--- src/rtl/edge_pulse_bank.sv ---
// Multi-channel edge-to-pulse converter: each channel synchronises a slow level
// input, debounces it, and emits a one-cycle strobe plus a sticky event flag.
module edge_pulse_bank #(
    parameter int CHANNELS        = 4,
    parameter int SYNC_STAGES     = 2,
    parameter int DEBOUNCE_CYCLES = 4
) (
    input  logic                  clk,
    input  logic                  RST,
    input  logic [CHANNELS-1:0]   sig_in,
    input  logic [2*CHANNELS-1:0] mode,
    input  logic [CHANNELS-1:0]   event_clr,
    output logic [CHANNELS-1:0]   pulse_out,
    output logic [CHANNELS-1:0]   level_out,
    output logic [CHANNELS-1:0]   event_pending
);

    localparam int CNT_W = $clog2(DEBOUNCE_CYCLES + 1);
    localparam logic [CNT_W-1:0] CNT_LAST = CNT_W'(DEBOUNCE_CYCLES - 1);

    for (genvar gi = 0; gi < CHANNELS; gi++) begin : g_ch
        logic [SYNC_STAGES-1:0] sync_q;
        logic                   s;
        logic                   lvl_q, lvl_d;
        logic [CNT_W-1:0]       cnt_q, cnt_d;
        logic                   pulse_q, pulse_d;
        logic                   pend_q, pend_d;
        logic                   update;

        assign s = sync_q[SYNC_STAGES-1];

        always_comb begin
            lvl_d  = lvl_q;
            cnt_d  = '0;
            update = 1'b0;
            if (s != lvl_q) begin
                if (cnt_q == CNT_LAST) begin
                    lvl_d  = s;
                    update = 1'b1;
                end else begin
                    cnt_d = cnt_q + 1'b1;
                end
            end
            // The new level decides the direction: 1 = rising (bit 0), 0 = falling (bit 1).
            pulse_d = update & (s ? mode[2*gi] : mode[2*gi+1]);
            pend_d  = pulse_d | (pend_q & ~event_clr[gi]);
        end

        always_ff @(posedge clk or posedge RST) begin
            if (RST) begin
                sync_q  <= '0;
                lvl_q   <= 1'b0;
                cnt_q   <= '0;
                pulse_q <= 1'b0;
                pend_q  <= 1'b0;
            end else begin
                sync_q  <= {sync_q[SYNC_STAGES-2:0], sig_in[gi]};
                lvl_q   <= lvl_d;
                cnt_q   <= cnt_d;
                pulse_q <= pulse_d;
                pend_q  <= pend_d;
            end
        end

        assign pulse_out[gi]     = pulse_q;
        assign level_out[gi]     = lvl_q;
        assign event_pending[gi] = pend_q;
    end

endmodule
--- config.mk ---
export PLATFORM = sky130hd
export DESIGN_NAME = edge_pulse_bank
export DESIGN_NICKNAME = d
export VERILOG_FILES = /design/src/rtl/edge_pulse_bank.sv
export SDC_FILE = /design/constraint.sdc
export NUM_CORES = 1
export LEC_CHECK = 0
export BUFFER_PORTS_ARGS = -buffer_cell sky130_fd_sc_hd__buf_2
export CAP_MARGIN = 20
export CORE_ASPECT_RATIO = 0.8
export CORE_MARGIN = 2
export CORE_UTILIZATION = 52
export DETAILED_ROUTE_END_ITERATION = 6
export HOLD_SLACK_MARGIN = 0.1
export PLACE_DENSITY = 0.84
export SETUP_SLACK_MARGIN = 0.5
export SYNTH_ARGS = -nofsm -noshare
export SYNTH_HDL_FRONTEND = slang
export SYNTH_SLANG_ARGS = --single-unit
--- constraint.sdc ---
create_clock -name clk -period 1.25 [get_ports clk]
set_input_delay 0.25 -clock clk [delete_from_list [all_inputs] [get_ports clk]]
set_output_delay 0.25 -clock clk [all_outputs]
set_load 0.02 [all_outputs]
Word level (Yosys, flattened, before mapping) --
Index checks and enable logic that the tools add are counted.
Word-level totals: output and inout bits 12, register bits after elaboration 32, input bits 18
Operators by class: reductions and logical operators 4, muxes and demuxes 20, bitwise gates (word level) 16, add/subtract/negate cells 4, equal/unequal tests 8
Operator list (count):
- two-way mux 3 bit | 8
- adder 3 x 1 -> 3 bit, second input constant | 4
- equality test 3 x 2 -> 1 bit, second input constant | 4
- two-way mux 1 bit | 12
- AND 1 bit | 8
- AND reduction 2 bit | 4
- inequality test 1 bit | 4
- inverter 1 bit | 4
- bitwise OR 1 bit | 4

Depth between registers and ports, before layout --
word-level depth 5, depth in mapped cells 3

Least setup slack after synthesis --
OpenSTA, ideal clock, no wires.
path type register -> register, start reg g_ch[0].cnt_q[0], end reg g_ch[0].lvl_q, library setup time 125 ps, slack 150 ps, stages on the path, launching flop included 4, data arrival time 976 ps, cell sequence dfrtp_1 > ha_1 > nor2b_4 > mux2_2
On the way: cells in the longest elaborated chain, start to end 2
RTL lines:
- start: declaration | RTL line 25 | logic [CNT_W-1:0] cnt_q, cnt_d;
- start signal: assignment | RTL line 59 | cnt_q <= cnt_d;
- equality test 3 x 2 -> 1 bit | RTL line 37 | if (cnt_q == CNT_LAST) begin
- AND reduction 2 bit (no line)
- end signal: assignment | RTL line 58 | lvl_q <= lvl_d;
- end: declaration | RTL line 24 | logic lvl_q, lvl_d;
No other way between the ends. A chain may end at the register's enable or synchronous reset.

Final worst setup path --
Same ends and word-level chain as after synthesis.

==> impl_results.md <==
* Crit path largest cell delay at 0.39 ns
* Fmax at 0.8313 GHz
* Core ar. at 2402 sq um
* Antenna cell count at 0
* Total I/O pin count at 30
* Vias in the first global route at 960
* Min Hold Slack at -0.1077 ns
* R2r endpoint: g_ch[0].lvl_q
* CP Capture Type: register
* Gr usage total at 20.93%
* Worst Skew at 0.01114 ns
* Core Rows at 16
* Crit path cell chain: ha_2 > nor2b_4 > mux2_4
* Synthesized area at 1299 sq um
* Worst hold-check path type: input port to async pin
* Final WL at 2914 um
* Arrival @ worst endpoint at 1.41 ns
* Worst Setup Start Kind: register
* Die Y at 48.70 um
* FF-to-FF Start: g_ch[0].cnt_q[0]
* CTS Sinks at 32
* Fin. Hold Viols at 14
* Tcrit/Tclk final at 96.23%
* Pwr Density at 1916 nW/um^2
* Register area share after synthesis at 61.66%
* Final RePlAce weighted congestion at 0.7409
* Initial antenna violation count at 0
* Die W at 59.88 um
* FF-to-FF setup slack at 0.05 ns
* CP max stage cell: dfrtp_1
* PortBufs at 29
* CTS buffer count at 5
* Worst path required time at 1.46 ns
* RSZ-0062 raised after global routing: yes
* DR WL/cell at 16.37 um
* Vias at 917
* #FFs+latches synth at 32
* Clk Latency, worst-skew pair at 0.32 ns
* Power after layout at 0.003807 W
* Failing checks: hold timing
* Comb pwr share at 47.2%
* Setup TNS at 0 ns
* Switching pwr at 0.001238 W
* Mean Syn Cell Area at 13.39 sq um
* Vias per cell at 5.152
* Shortest period the worst path allows at 1.203 ns
* Final worst slack at 0.04711 ns
* Outcome: finished, violations left
* Number of max-cap violations at 0
* Final #Nets at 172
* Dpl cells at 142
* Synth Warn # at 0
* CTS root buffer: clkbuf_4
* Worst Path Buf+Inv at 0
* Crit Path Max Fanout at 3
* Share of power burned in registers at 36.8%
* Post-DP HPWL at 1435 um
* GRT overflow at 0
* Remaining antenna violation count at 0
* CTS tree: built
* Drt first pass iters at 4
* Clock Pin Slew Worst Setup and Hold Paths at 0.10 ns
* Post-route insts no fill at 178
* R2R cell count at 3
* Clock share of power at 16.0%
* Post-Synthesis Cells at 97
* # H-tree levels at 2
* Post-route DRC violation count at 0
* CTS Hold Bufs at 4
* Cell family with most CP delay: flip-flops
* Syn nets at 119
* Rel. slew slack at 76.55%
* Largest net degree at the start of global routing at 19
* Switching Fraction at 32.51%
* Die area at 2916 sq um
* Lkg Pwr at 0.9676 nW
* DP Worst Slack at 0.09023 ns
* Worst vdd ir at 0.001081 V
* Layout cells sized above 1 at 62.25%
* Final Setup Violations at 0
* Synth-to-layout area growth at 52.99%
* First-pass GRT wire length at 4305 um
* Worst slew pin tran at 0.3511 ns
* Starting density of the core at 54.06%
* Critical Path Stages at 3
* Synth cell types at 15
* Pint at 0.002570 W
* DRT iter0 DRCs at 30
* Crit Path Class: register to register
* Maximum clock path buffer count at 2
* Fin. max-slew vios at 0
## power groups by stage
stage               clock (W)  sequential (W)  combinational [W]
global placement            0         0.00142           0.000785
detailed placement          0         0.00144           0.000820
global route         0.000679         0.00142            0.00191
finish               0.000611         0.00140            0.00180
CTS                  0.000606         0.00137            0.00147
floorplan                   0         0.00142           0.000795
## cells in the mapped netlist
cell type  instances  area, sq um
dfrtp_1           32        800.8
buf_4             12        90.09
nor3b_1            7        52.55
inv_1              5        18.77
a22o_1             4        35.03
and2_1             4        25.02
ha_1               4        50.05
mux2_2             4        45.04
nand2_1            4        15.01
nand3b_1           4        30.03
nor2b_4            4        55.05
nor3_1             4        20.02
o21ai_0            4        20.02
xnor2_1            4        35.03
nor2b_1            1        6.260
## stage by stage
| step | hold WS [ns] | utilization (%) | instance area, sq um |
|---|---|---|---|
| 2_1_floorplan | 0.1784 | - | 1388 |
| 3_3_place_gp | 0.2389 | 61.04 | 1466 |
| 3_5_place_dp | 0.2475 | 61.04 | 1466 |
| 4_1_cts | -0.1053 | 77.97 | 1873 |
| 5_1_grt | -0.1085 | 82.71 | 1987 |
| 6_report | -0.1077 | 82.71 | 1987 |
## metal layers
metal / track usage, % / vias up / routed length (um)
li1: - / 423 / -
met1: 22.48 / 468 / 1136
met2: 35.69 / 24 / 1650
met3: 8.021 / 2 / 115
met4: 9.259 / 0 / 11
met5: 0 / - / 0
## cell usage in the layout (no fill, tap or decap), types with 5 or more instances in the layout
| cell type | n |
|---|---|
| buf_4 | 15 |
| buf_2 | 17 |
| clkbuf_4 | 5 |
| buf_6 | 21 |
| dfrtp_1 | 30 |
| nor3b_2 | 7 |
## worst max-delay path by stage
stage                          start             to
floorplan           g_ch[1].cnt_q[0]  g_ch[1].lvl_q
global placement    g_ch[1].cnt_q[0]  g_ch[1].lvl_q
detailed placement  g_ch[1].cnt_q[0]  g_ch[1].lvl_q
CTS                 g_ch[3].cnt_q[0]  g_ch[3].lvl_q
global route        g_ch[0].cnt_q[0]  g_ch[0].lvl_q
finish              g_ch[0].cnt_q[0]  g_ch[0].lvl_q
## cells by family after synthesis
kind of cell	Yosys count	synth area share (%)
flops	32	61.66
fa+ha+maj	4	3.854
compound gates	8	4.239
xor+xnor	4	2.697
mux	4	3.468
buf+inv	17	8.382
simple gates	28	15.70
## state kept, by name, indices dropped and copies added (netlist names)
name	flops
g_ch.cnt_q	12
g_ch.lvl_q	4
g_ch.pend_q	4
g_ch.pulse_q	4
g_ch.sync_q	8
## repair_timing
item	in CTS	in global routing
endpoints found under the setup margin	36	36
setup buffers	18	6
endpoints found under the hold margin	18	14
gates resized for setup	44	16
pin swaps	4	10
## area by class of cell
cell class	count	area, sq um
sequential	32	803.3
multi-input combinational	48	574.3
tap	27	33.78
fill	128	415.4
clock buffer	8	58.81
inverter	5	22.52
timing repair buffer	58	494.2
Power figures use the tool's default switching activity.
